**src/rtl/control_sequencer.sv**
```systemverilog
// control_sequencer: hardwired control unit for the data_path. Fetches an
// instruction (T0..T3), then executes register-register ALU operations
// (T4..T7) by driving the bus-drive and register-load strobes.
// Build option: define STEP_MODE_EN to add a `step` input and an IDLE state
// that gates the start of every fetch. Left undefined, there is no IDLE state.
//
// state  | meaning
// -------+----------------------------------------------------------------
// T0     | PC onto bus, load MAR, start PC increment into Zlow
// T1     | incremented PC from Zlow back into PC
// T2     | memory read; held until mem_ready
// T3     | MDR onto bus into IR; opcode decoded on the way out
// T4     | Rb onto bus into Y
// T5     | Rc onto bus, ALU op, result into Z (low and high)
// T6     | Zlow into Ra (single-result) or into LO (MUL/DIV)
// T7     | Zhigh into HI (MUL/DIV only)
// HALTED | everything quiet, Run low, left only through clear
// IDLE   | (STEP_MODE_EN) waiting for step before the next fetch
module control_sequencer #(
  parameter int NREGS = 16,
  parameter int OPW   = 5
) (
  input  logic             Clock,
  input  logic             clear,
`ifdef STEP_MODE_EN
  input  logic             step,
`endif
  input  logic [31:0]      IR,
  input  logic             mem_ready,
  output logic             PCout,
  output logic             Zlowout,
  output logic             Zhighout,
  output logic             MDRout,
  output logic             MARin,
  output logic             IncPC,
  output logic             PCin,
  output logic             Read,
  output logic             MDRin,
  output logic             IRin,
  output logic             Yin,
  output logic             Zlowin,
  output logic             ZHighin,
  output logic             HIin,
  output logic             LOin,
  output logic [OPW-1:0]   op,
  output logic [NREGS-1:0] Rin,
  output logic [NREGS-1:0] Rout,
  output logic             Run,
  output logic             illegal
);

  typedef enum logic [3:0] {
    T0, T1, T2, T3, T4, T5, T6, T7, HALTED
`ifdef STEP_MODE_EN
    , IDLE
`endif
  } state_t;

  typedef struct packed {
    logic pc_out, zlow_out, zhigh_out, mdr_out;
    logic mar_in, inc_pc, pc_in, read, mdr_in, ir_in;
    logic y_in, zlow_in, zhigh_in, hi_in, lo_in;
  } strb_t;

  localparam strb_t STRB_FETCH = '{pc_out: 1'b1, mar_in: 1'b1, inc_pc: 1'b1,
                                   zlow_in: 1'b1, default: 1'b0};
`ifdef STEP_MODE_EN
  localparam state_t RESET_ST   = IDLE;
  localparam strb_t  STRB_RESET = '0;
`else
  localparam state_t RESET_ST   = T0;
  localparam strb_t  STRB_RESET = STRB_FETCH;
`endif

  state_t             state, nxt, fetch_st;
  strb_t              strb_q, strb_d;
  logic [NREGS-1:0]   rin_q, rin_d, rout_q, rout_d;
  logic [OPW-1:0]     op_q, op_d;
  logic               illegal_q, run_q;

  logic [4:0] opc;
  logic [3:0] ra, rb, rc;
  logic       is_single, is_dual, is_nop, is_halt, is_illegal;
  logic       unused_ir;

  assign opc       = IR[31:27];
  assign ra        = IR[26:23];
  assign rb        = IR[22:19];
  assign rc        = IR[18:15];
  assign unused_ir = ^IR[14:0];

  assign is_single  = (opc <= 5'd5);
  assign is_dual    = (opc == 5'd8) || (opc == 5'd9);
  assign is_nop     = (opc == 5'd30);
  assign is_halt    = (opc == 5'd31);
  assign is_illegal = !(is_single || is_dual || is_nop || is_halt);

`ifdef STEP_MODE_EN
  assign fetch_st = step ? T0 : IDLE;
`else
  assign fetch_st = T0;
`endif

  // Register index to one-hot select; indices beyond NREGS select nothing.
  function automatic logic [NREGS-1:0] onehot(input logic [3:0] idx);
    logic [NREGS-1:0] v;
    v = '0;
    for (int i = 0; i < NREGS; i++) v[i] = (int'(idx) == i);
    return v;
  endfunction

  // Next-state: fetch sequence, memory wait in T2, opcode dispatch out of T3.
  always_comb begin
    nxt = state;
    case (state)
      T0:     nxt = T1;
      T1:     nxt = T2;
      T2:     if (mem_ready) nxt = T3;
      T3: begin
        if (is_halt)                  nxt = HALTED;
        else if (is_nop || is_illegal) nxt = fetch_st;
        else                          nxt = T4;
      end
      T4:     nxt = T5;
      T5:     nxt = T6;
      T6:     nxt = is_dual ? T7 : fetch_st;
      T7:     nxt = fetch_st;
      HALTED: nxt = HALTED;
`ifdef STEP_MODE_EN
      IDLE:   if (step) nxt = T0;
`endif
      default: nxt = RESET_ST;
    endcase
  end

  // Output decode of the state being entered, so the registered outputs line up with it.
  always_comb begin
    strb_d = '0;
    rin_d  = '0;
    rout_d = '0;
    op_d   = '0;
    case (nxt)
      T0: strb_d = STRB_FETCH;
      T1: begin strb_d.zlow_out = 1'b1; strb_d.pc_in = 1'b1; end
      T2: begin strb_d.read = 1'b1; strb_d.mdr_in = 1'b1; end
      T3: begin strb_d.mdr_out = 1'b1; strb_d.ir_in = 1'b1; end
      T4: begin rout_d = onehot(rb); strb_d.y_in = 1'b1; end
      T5: begin
        rout_d          = onehot(rc);
        op_d            = OPW'(opc);
        strb_d.zlow_in  = 1'b1;
        strb_d.zhigh_in = 1'b1;
      end
      T6: begin
        strb_d.zlow_out = 1'b1;
        if (is_dual) strb_d.lo_in = 1'b1;
        else         rin_d = onehot(ra);
      end
      T7: begin strb_d.zhigh_out = 1'b1; strb_d.hi_in = 1'b1; end
      default: ;
    endcase
  end

  // State register and registered outputs.
  always_ff @(posedge Clock or negedge clear) begin
    if (!clear) begin
      state     <= RESET_ST;
      strb_q    <= STRB_RESET;
      rin_q     <= '0;
      rout_q    <= '0;
      op_q      <= '0;
      illegal_q <= 1'b0;
      run_q     <= 1'b1;
    end else begin
      state     <= nxt;
      strb_q    <= strb_d;
      rin_q     <= rin_d;
      rout_q    <= rout_d;
      op_q      <= op_d;
      illegal_q <= (state == T3) && is_illegal;
      run_q     <= (nxt != HALTED);
    end
  end

  // The strobe register resets to the T0 pattern so T0 shows the moment clear
  // lifts; gating with clear keeps every strobe low while reset is held.
  assign {PCout, Zlowout, Zhighout, MDRout, MARin, IncPC, PCin, Read, MDRin,
          IRin, Yin, Zlowin, ZHighin, HIin, LOin} = strb_q & {$bits(strb_t){clear}};
  assign Rin     = rin_q;
  assign Rout    = rout_q;
  assign op      = op_q;
  assign illegal = illegal_q;
  assign Run     = run_q;

endmodule
```
**config.mk**
```make
export PLATFORM = sky130hd
export DESIGN_NAME = control_sequencer
export DESIGN_NICKNAME = d
export VERILOG_FILES = /design/src/rtl/control_sequencer.sv
export SDC_FILE = /design/constraint.sdc
export NUM_CORES = 1
export LEC_CHECK = 0
export CAP_MARGIN = 20
export CORE_UTILIZATION = 42
export CTS_BUF_LIST = sky130_fd_sc_hd__clkbuf_4 sky130_fd_sc_hd__clkbuf_8 sky130_fd_sc_hd__clkbuf_16
export DETAILED_ROUTE_END_ITERATION = 16
export PLACE_DENSITY = 0.8
export SLEW_MARGIN = 20
export SYNTH_ARGS = -nofsm -noshare
export SYNTH_HDL_FRONTEND = slang
export SYNTH_SLANG_ARGS = --single-unit
```
**constraint.sdc**
```tcl
create_clock -name Clock -period 2.05 [get_ports Clock]
set_input_delay 0.41 -clock Clock [delete_from_list [all_inputs] [get_ports Clock]]
set_output_delay 0.41 -clock Clock [all_outputs]
set_load 0.01 [all_outputs]
```
======== Word-level counts from Yosys, hierarchy flattened ========
Cells that the tools add are included.
word-level totals
  register bits after elaboration ......... 56
  bits of input ports ..................... 35
  output and inout port bits .............. 54
  logic and storage cells ................. 118
operators by class
  order comparisons ....................... 1
  eq/ne operators ......................... 64
  multiplexer cells ....................... 20
  bitwise gates (word level) .............. 1
  reductions and logical operators ........ 13
operator list
  cell                                                             number
  equality test 4 bit (second input constant)                      25
  equality test 4 x 3 -> 1 bit (second input constant)             19
  equality test 4 x 2 -> 1 bit (second input constant)             10
  2-to-1 mux 16 bit                                                2
  one-hot mux 16 bit (2 select lines)                              1
  one-hot mux 4 bit (8 select lines)                               1
  equality test 4 x 1 -> 1 bit (second input constant)             5
  logical NOT 4 bit                                                5
  AND 15 bit                                                       1
  equality test 5 x 4 -> 1 bit (second input constant)             2
  equality test 5 bit (second input constant)                      2
  2-to-1 mux 1 bit                                                 8
  2-to-1 mux 4 bit                                                 2
  2-to-1 mux 3 bit                                                 2
  less-or-equal comparator 5 x 3 -> 1 bit (second input constant)  1
  logical OR 1 bit                                                 5
  2-to-1 mux 5 bit                                                 1
  2-to-1 mux 2 bit                                                 2
  != test 4 bit (second input constant)                            1
  one-hot mux 2 bit (2 select lines)                               1
  OR reduction 2 bit                                               1
  logical AND 1 bit                                                1
  logical NOT 1 bit                                                1

======== Logic depth before layout (Yosys ltp) ========
Gate-level depths: netlist of run 1.
  depth after elaboration ................. 13
  mapped depth ............................ 8
  mapped depth without buffers ............ 6

======== Least setup slack after synthesis of run 1 ========
No wires, ideal clock.
  path type ............................... register to register
  start ................................... reg state[0]
  end ..................................... reg rout_q[12] (netlist: Rout[12])
  library setup time ...................... 128 ps
  arrival ................................. 1505 ps
  required time ........................... 1922 ps
  path slack .............................. 418 ps
  stages on the path, launching flop included .. 8
  path buffers ............................ 1
  period minus slack after synthesis ...... 1632 ps
  path through ............................ dfrtp_1 buf_2 nor2_1 nand3b_1 inv_2 mux2_2 o21ai_1 nor2_1
between the ends
  cells in the longest elaborated chain, start to end .. 4
  elaborated cells on any way between the ends .. 13
  classes of those cells .................. eq/ne: 9; mux: 3; reduce/logical: 1
ends and longest elaborated chain
  item                                         RTL line  RTL
  start: declaration                           75        state_t state, nxt, fetch_st;
  start signal: assignment                     175       state <= nxt;
  equality test 4 bit (tied with other cells)  115       case (state)
  one-hot mux 4 bit (8 select lines) *         115
  equality test 4 x 3 -> 1 bit                 142       case (nxt)
  one-hot mux 16 bit (2 select lines) *        142
  net rout_d[12]                               77        logic [NREGS-1:0] rin_q, rin_d, rout_q, rout_d;
  end signal: assignment                       178       rout_q <= rout_d;
  end: declaration                             77
The timed path passes the listed nets; every way through them passes the cells marked *.

==> impl_metrics.csv, run 1 <==
group,metric,value,unit
status,outcome,"complete, no violations",
cells_and_area,fin_area,3093,sq um
worst_setup_path,startpoint_type,"flip-flop",
logic_synthesis,ys.flop_type,"dfrtp_1",
clock_tree,cts.sinks,53,
die,ios,89,
placement,dpl-instance-area,2978,sq um
global_routing,grt_pass1_vias,1518,
cells_and_area,final_layout_size_suffix_gt1_share,15.30,%
worst_setup_path,required,1640,ps
clock_tree,clk_latency,300,ps
cells_and_area,area_growth,48.65,%
cells_and_area,nNetsFinal,302,
global_routing,grt_use_total,17.41,%
route,drtIter0Drc,65,
global_routing,use_met1,21.79,%
logic_synthesis,ys_async_sr_fraction,100.0,%
clock_tree,clk_pin_slew,90,ps
logic_synthesis,synth_area,2081,sq um
worst_setup_path,worst-path-max-fanout,3,
placement,gp_congestion,0.7921,
timing,relSlewSlack,71.57,%
die,die_h,72.39,microns
global_routing,gr-total-overflow,0,
power_and_ir_drop,p_per_area,879.8,nW/um^2
logic_synthesis,yosysTopAreaCell,"dfrtp_1",
logic_synthesis,yosys-top-cells-area,"dfrtp_1 60%, and2_1 4.5%, nor2_1 4.5%",
timing,setup_slack,102.4,ps
clock_tree,cts_root_buf,"clkbuf_8",
cells_and_area,multi_input_area,669.4,sq um
clock_tree,h-tree-depth,2,
route,routed_wl,4.330,mm
timing,finClkSkew,4.372,ps
clock_tree,clockBufferDepth,2,
worst_setup_path,rrSetupSlack,250,ps
route,wl_per_cell,12.93,microns
clock_tree,numCtsBuffers,5,
power_and_ir_drop,leakage,0.001368,uW
global_routing,antenna_found_initial,0,
worst_setup_path,cp_data_arrival_time,1540,ps
die,row_count,25,
clock_tree,post_cts_buffers,0,
die,start_util,43.76,%
route,drc,0,
worst_setup_path,critPathKind,"reg -> out",
logic_synthesis,syn_area_per_cell,11.76,sq um
placement,post-dp-hpwl,3.340,mm
global_routing,met2_usage,29.60,%
die,die_x,72.39,microns
route,num_vias,1610,
logic_synthesis,yosysMostFrequentCell,"dfrtp_1",
cells_and_area,seqCellArea,1330,sq um
logic_synthesis,synth_common_cells,"50 x dfrtp_1, 25 x nor2_1, 15 x and2_1",
logic_synthesis,synth.distinct_cells,42,
timing,worstMarginPinSlew,424.4,ps
worst_hold_path,hp-class,"in -> async",
timing,min_period,1948,ps
cells_and_area,n_fill_cell,397,
power_and_ir_drop,peakVddDrop,0.0004289,V
die,dieArea,5240,sq um
route,ant_nets,0,
timing,setup_viol_count_final,0,
clock_tree,post_cts_resize_count,0,
logic_synthesis,synth_fp_nets,212,
global_routing,grt_max_degree,27,
logic_synthesis,ys_seq_area_share,63.92,%
logic_synthesis,synth_cells,177,
global_routing,gr-max-usage-layer,"met2",
route,first_pass_iters,4,
logic_synthesis,synth_top_area_share,60.13,%
global_routing,met3_usage,2.917,%
logic_synthesis,ys_ff_latch,53,
clock_tree,holdBufCountCts,0,
timing,hold_viol,0,
timing,rsz0062_at_grt,"no",
placement,pre_cts_ws,-152.4,ps
timing,timing.fmax,513.4,MHz
global_routing,grt_pass1_wl,6.844,mm
die,core_area,4755,sq um
clock_tree,cts_tree,"yes",
cells_and_area,diodes,0,
worst_setup_path,crit_path_end_kind,"output port",
job,drv_cap,0,
logic_synthesis,synth_edf_count,0,
logic_synthesis,ys.warnings.count,0,
timing,maxSlewViolCount,0,
timing,fin_crit_sh,95.01,%
route,vias_per_cell,4.806,
placement,port_buffers,73,
## metal layers
metal  vias to the layer above  wire [microns]
met1                       780            1899
met2                        44            2225
met4                         0              80
li1                        778               -
met3                         8             124
met5                         -               0
## area by class of cell
type	count	area share, %
Clock inverter	2	1.254
Timing Repair Buffer	92	28.07
Clock buffer	6	2.468
Multi-Input combinational cell	108	21.64
Tap cell	67	2.710
Inverter	7	0.8495
Sequential cell	53	43.00
## critical path, cell delays in order, from the launching register on
cell             delay (ps)
dfstp_2                 520
and2_1                  170
clkdlybuf4s50_1         550
## final timing paths
path                                      from                  end  cells past startpoint
setup / recovery           strb_q[9]$_DFF_PN1_                PCout                      2
hold / removal                           clear  strb_q[4]$_DFF_PN0_                      1
setup reg to reg            state[1]$_DFF_PN0_   Rout[15]$_DFF_PN0_                      6
hold reg to reg             state[0]$_DFF_PN0_  strb_q[8]$_DFF_PN0_                      3
max in group asynchronous                clear        Run$_DFF_PN1_                      2
min in group Clock          state[0]$_DFF_PN0_  strb_q[8]$_DFF_PN0_                      3
## report_power, final
part | switching, uW | leakage [uW] | internal (uW)
clock | 324 | 0.0000588 | 380
combinational | 393 | 0.000589 | 414
sequential | 40.5 | 0.000721 | 1170
total | 758 | 0.00137 | 1960
## cells by family after synthesis
group / after synthesis / synth area share, %
AND/OR/NAND/NOR: 90 / 25.62
buffers and inverters: 16 / 3.909
flip-flops: 53 / 63.92
multiplexers: 2 / 1.022
AO/OA/AOI/OAI: 15 / 4.991
adder cells (fa/ha/maj): 1 / 0.5412
## state kept, by name, summed over array words and instances (netlist names)
register / flops
Rin: 16
Rout: 16
strb_q: 10
op: 5
state: 4
Run: 1
illegal: 1
## metrics by stage
step | cells | setup TNS, ps | total power [uW] | utilization [%] | hold slack, ps
6_report | 335 | 0 | 2721 | 65.05 | 7.419
5_1_grt | 335 | 0 | 2864 | 65.05 | 23.51
4_1_cts | 335 | 0 | 2751 | 65.05 | 8.781
3_5_place_dp | 327 | -1617 | 2042 | 62.63 | 341.3
3_3_place_gp | 327 | -813.9 | 2016 | 62.63 | 345.2
2_1_floorplan | 177 | 0 | 1662 | - | 114.4
## layout by cell type, fill, tap and decap left out, types with 2 or more instances in the layout
cell type	synthesis	final
clkdlybuf4s50_1	0	72
dfrtp_1	50	50
nor2_1	25	25
buf_4	5	19
and2_1	15	15
nor3_1	14	14
inv_1	6	6
nand2_1	6	6
nor3b_1	6	6
clkbuf_8	0	5
nor4b_1	4	4
a31oi_1	4	4
dfstp_2	3	3
nand2b_1	3	3
nand3b_1	3	3
o21ai_1	2	2
or4_1	2	2
Note: power is estimated with default switching activity, not from simulation.
==> run 2: changes to the inputs <==
--- a/config.mk
+++ b/config.mk
@@ -8,6 +8,7 @@
 export CAP_MARGIN = 20
 export CORE_UTILIZATION = 42
 export CTS_BUF_LIST = sky130_fd_sc_hd__clkbuf_4 sky130_fd_sc_hd__clkbuf_8 sky130_fd_sc_hd__clkbuf_16
+export CTS_CLUSTER_SIZE = 12
 export DETAILED_ROUTE_END_ITERATION = 16
 export PLACE_DENSITY = 0.8
 export SLEW_MARGIN = 20
==> results of run 2 <==
No change in the layout: final DEF, timing and power equal those of run 1.
==> RTL edit (settings of run 1) <==
Add a define of `STEP_MODE_EN`.
--- a/src/rtl/control_sequencer.sv
+++ b/src/rtl/control_sequencer.sv
@@ -16,6 +16,8 @@
 // T7     | Zhigh into HI (MUL/DIV only)
 // HALTED | everything quiet, Run low, left only through clear
 // IDLE   | (STEP_MODE_EN) waiting for step before the next fetch
+`define STEP_MODE_EN
+
 module control_sequencer #(
   parameter int NREGS = 16,
   parameter int OPW   = 5
Ports: changed (added step); port bits go from 89 to 90. The function was not compared with the original's and may differ.
==> RTL edit against run 1 <==
Setup slack better by 0.023 ns; global-route usage decreased by 0.19 points; first-iteration DRC count decreased by 29%; via count grew 2.5%; combinational power decreased by 11%; die area grew 2.8%; critical endpoint is now strb_q[3]; wire length is 3.7% lower; power fell by 6.0%; final area increased by 0.20%; sequential cell count unchanged; clock skew up 0.0069 ns; synthesized area rose by 2.9%; final cell count increased by 2.7%; sequential share of layout area shrank 0.087 points.
==> RTL edit: results (changes against run 1) <==
PortBufs=74 (+1.4%); total of warnings raised by yosys=0 (unchanged); placed cell count=336 (+2.8%); setup slack, reg-to-reg=0.20 ns (-0.05 ns); Slew @ Worst Pin=0.500 ns (+0.0760 ns); clock transition at the registers of the reported paths=0.10 ns; fraction of registers with async set/reset=1.00 (unchanged); GRT Util Overall=0.172 (-0.00193); synth top area cells=dfrtp_1 58%, nor2_1 5.6%, and2_1 4.4%; RD Place Congestion=0.824 (+4.0%); VDD IR max=0.407 mV (-5.1%); vias in the first global route=1565 (+3.1%); Num CTS Buffers=5 (unchanged); WHS=0.0219 ns (+0.0144 ns); synthesized area per cell=11.1 um2 (-5.6%); DRT iter0 DRCs=46 (-29%); Antenna diodes=0 (unchanged); RR Endpoint=Rin[0]; outcome=finished, final reports clean; drt first pass iters=4 (unchanged); Post-Route WL=4.17 mm (-3.7%); worst reg2reg path depth=4 (-2); largest net degree at the start of global routing=25 (-7.4%); DPL Wire Length=3.19 mm (-4.5%); DR vias/cell=4.80 (-0.20%); Fillers=409 (+3.0%); Yosys cell types=40 (-4.8%); sequential area share after synthesis=0.621 (-0.0179); HP Class=primary input to asynchronous set/reset pin; Post-synth top cells=50 x dfrtp_1, 32 x nor2_1, 15 x and2_1; Final Skew=0.0113 ns (+0.00692 ns); Clock Path Buffers=2 (unchanged); crit path DAT=2.12 ns (+0.58 ns); nets=312 (+3.3%); leading register cell type out of synthesis=dfrtp_1; worst r2r src=state[0]; layout cells sized above 1=0.123 (-0.0302); LEAKAGE=0.00135 uW (-1.6%); initial antenna violation count=0 (unchanged); area leader, netlist=dfrtp_1; syn_nets=229 (+8.0%); Post-CTS Setup Repair Bufs=0 (unchanged); first-pass GRT wire length=7.00 mm (+2.2%); critical path fanouts, max=5 (+2); Routed wire per std cell=12.1 um (-6.2%); H-tree level count=2 (unchanged); Synth Cell Area=2140 um2 (+2.9%); DP Area=3000 um2 (+0.71%); Clock Tree Root=clkbuf_8; Skew-Pair Late Insertion Delay=0.30 ns (about the same)
## RTL edit: changes by cell type in the layout (fill, tap and decap cells not counted), sizes merged, moves of 4 or more
cell           run 1  this run
nand2b             3         7
nand3              1         7
nor3b              6         2
o21ai              3         7
nor2              25        33
buf               20        12
## RTL edit: area by class of cell
cell class / count / area [um2] / share of cell area
multi-input combinational: 124 / 737 / 0.238
clock inverter: 3 / 22.5 / 0.00727
sequential: 53 / 1330 / 0.429
timing repair buffer: 85 / 831 / 0.268
tap: 67 / 83.8 / 0.0270
clock buffer: 5 / 68.8 / 0.0222
inverter: 7 / 26.3 / 0.00848
## RTL edit: layer usage
metal	routed length (um)	up-vias	global-route usage
met5	0	-	0
li1	-	815	-
met2	2190	56	0.295
met4	42	0	0.0620
met1	1680	772	0.214
met3	255	7	0.0384
## RTL edit: cell families (layout without fill, tap and decap cells)
group,after synthesis,count (layout),synth area share
AOI/OAI and AO/OA,25,25,0.0842
adders and majority gates,1,1,0.00468
buffers and inverters,16,100,0.0386
DFF,53,53,0.621
and+or+nand+nor,98,98,0.251
## RTL edit: how the worst max path moves through the flow
stage	startpoint	to	slack [ns]	depth (start not counted)
after global placement	IR[28]	Rout[13]	-0.20	6
after floorplan	IR[31]	strb_q[3]	0.35	5
after CTS	IR[28]	Rout[6]	0.08	6
after global routing	state[0]	Rin[0]	0.03	4
after detailed placement	IR[28]	Rout[6]	-0.23	6
final	IR[28]	strb_q[3]	0.13	6
## RTL edit: power breakdown
group | switching, uW | internal, uW
sequential | 94.1 | 1170
combinational | 362 | 361
clock | 329 | 243
## RTL edit: critical path, cell delays in order
cell             delay, ns
clkdlybuf4s50_1       0.46
or4b_4                0.57
nand2b_1              0.18
a21oi_1               0.21
nor3_2                0.09
a31o_2                0.21
## RTL edit: through the flow
step | setup slack [ns] | TNS (ns)
6_report | 0.126 | 0
5_1_grt | 0.0346 | 0
3_5_place_dp | -0.234 | -4.21
2_1_floorplan | 0.348 | 0
4_1_cts | 0.0814 | 0
3_3_place_gp | -0.199 | -3.42
## RTL edit: what timing repair did
item,4_1_cts,5_1_grt
setup endpoints to repair,0,5
hold endpoints to repair,0,0
resized for setup,0,2
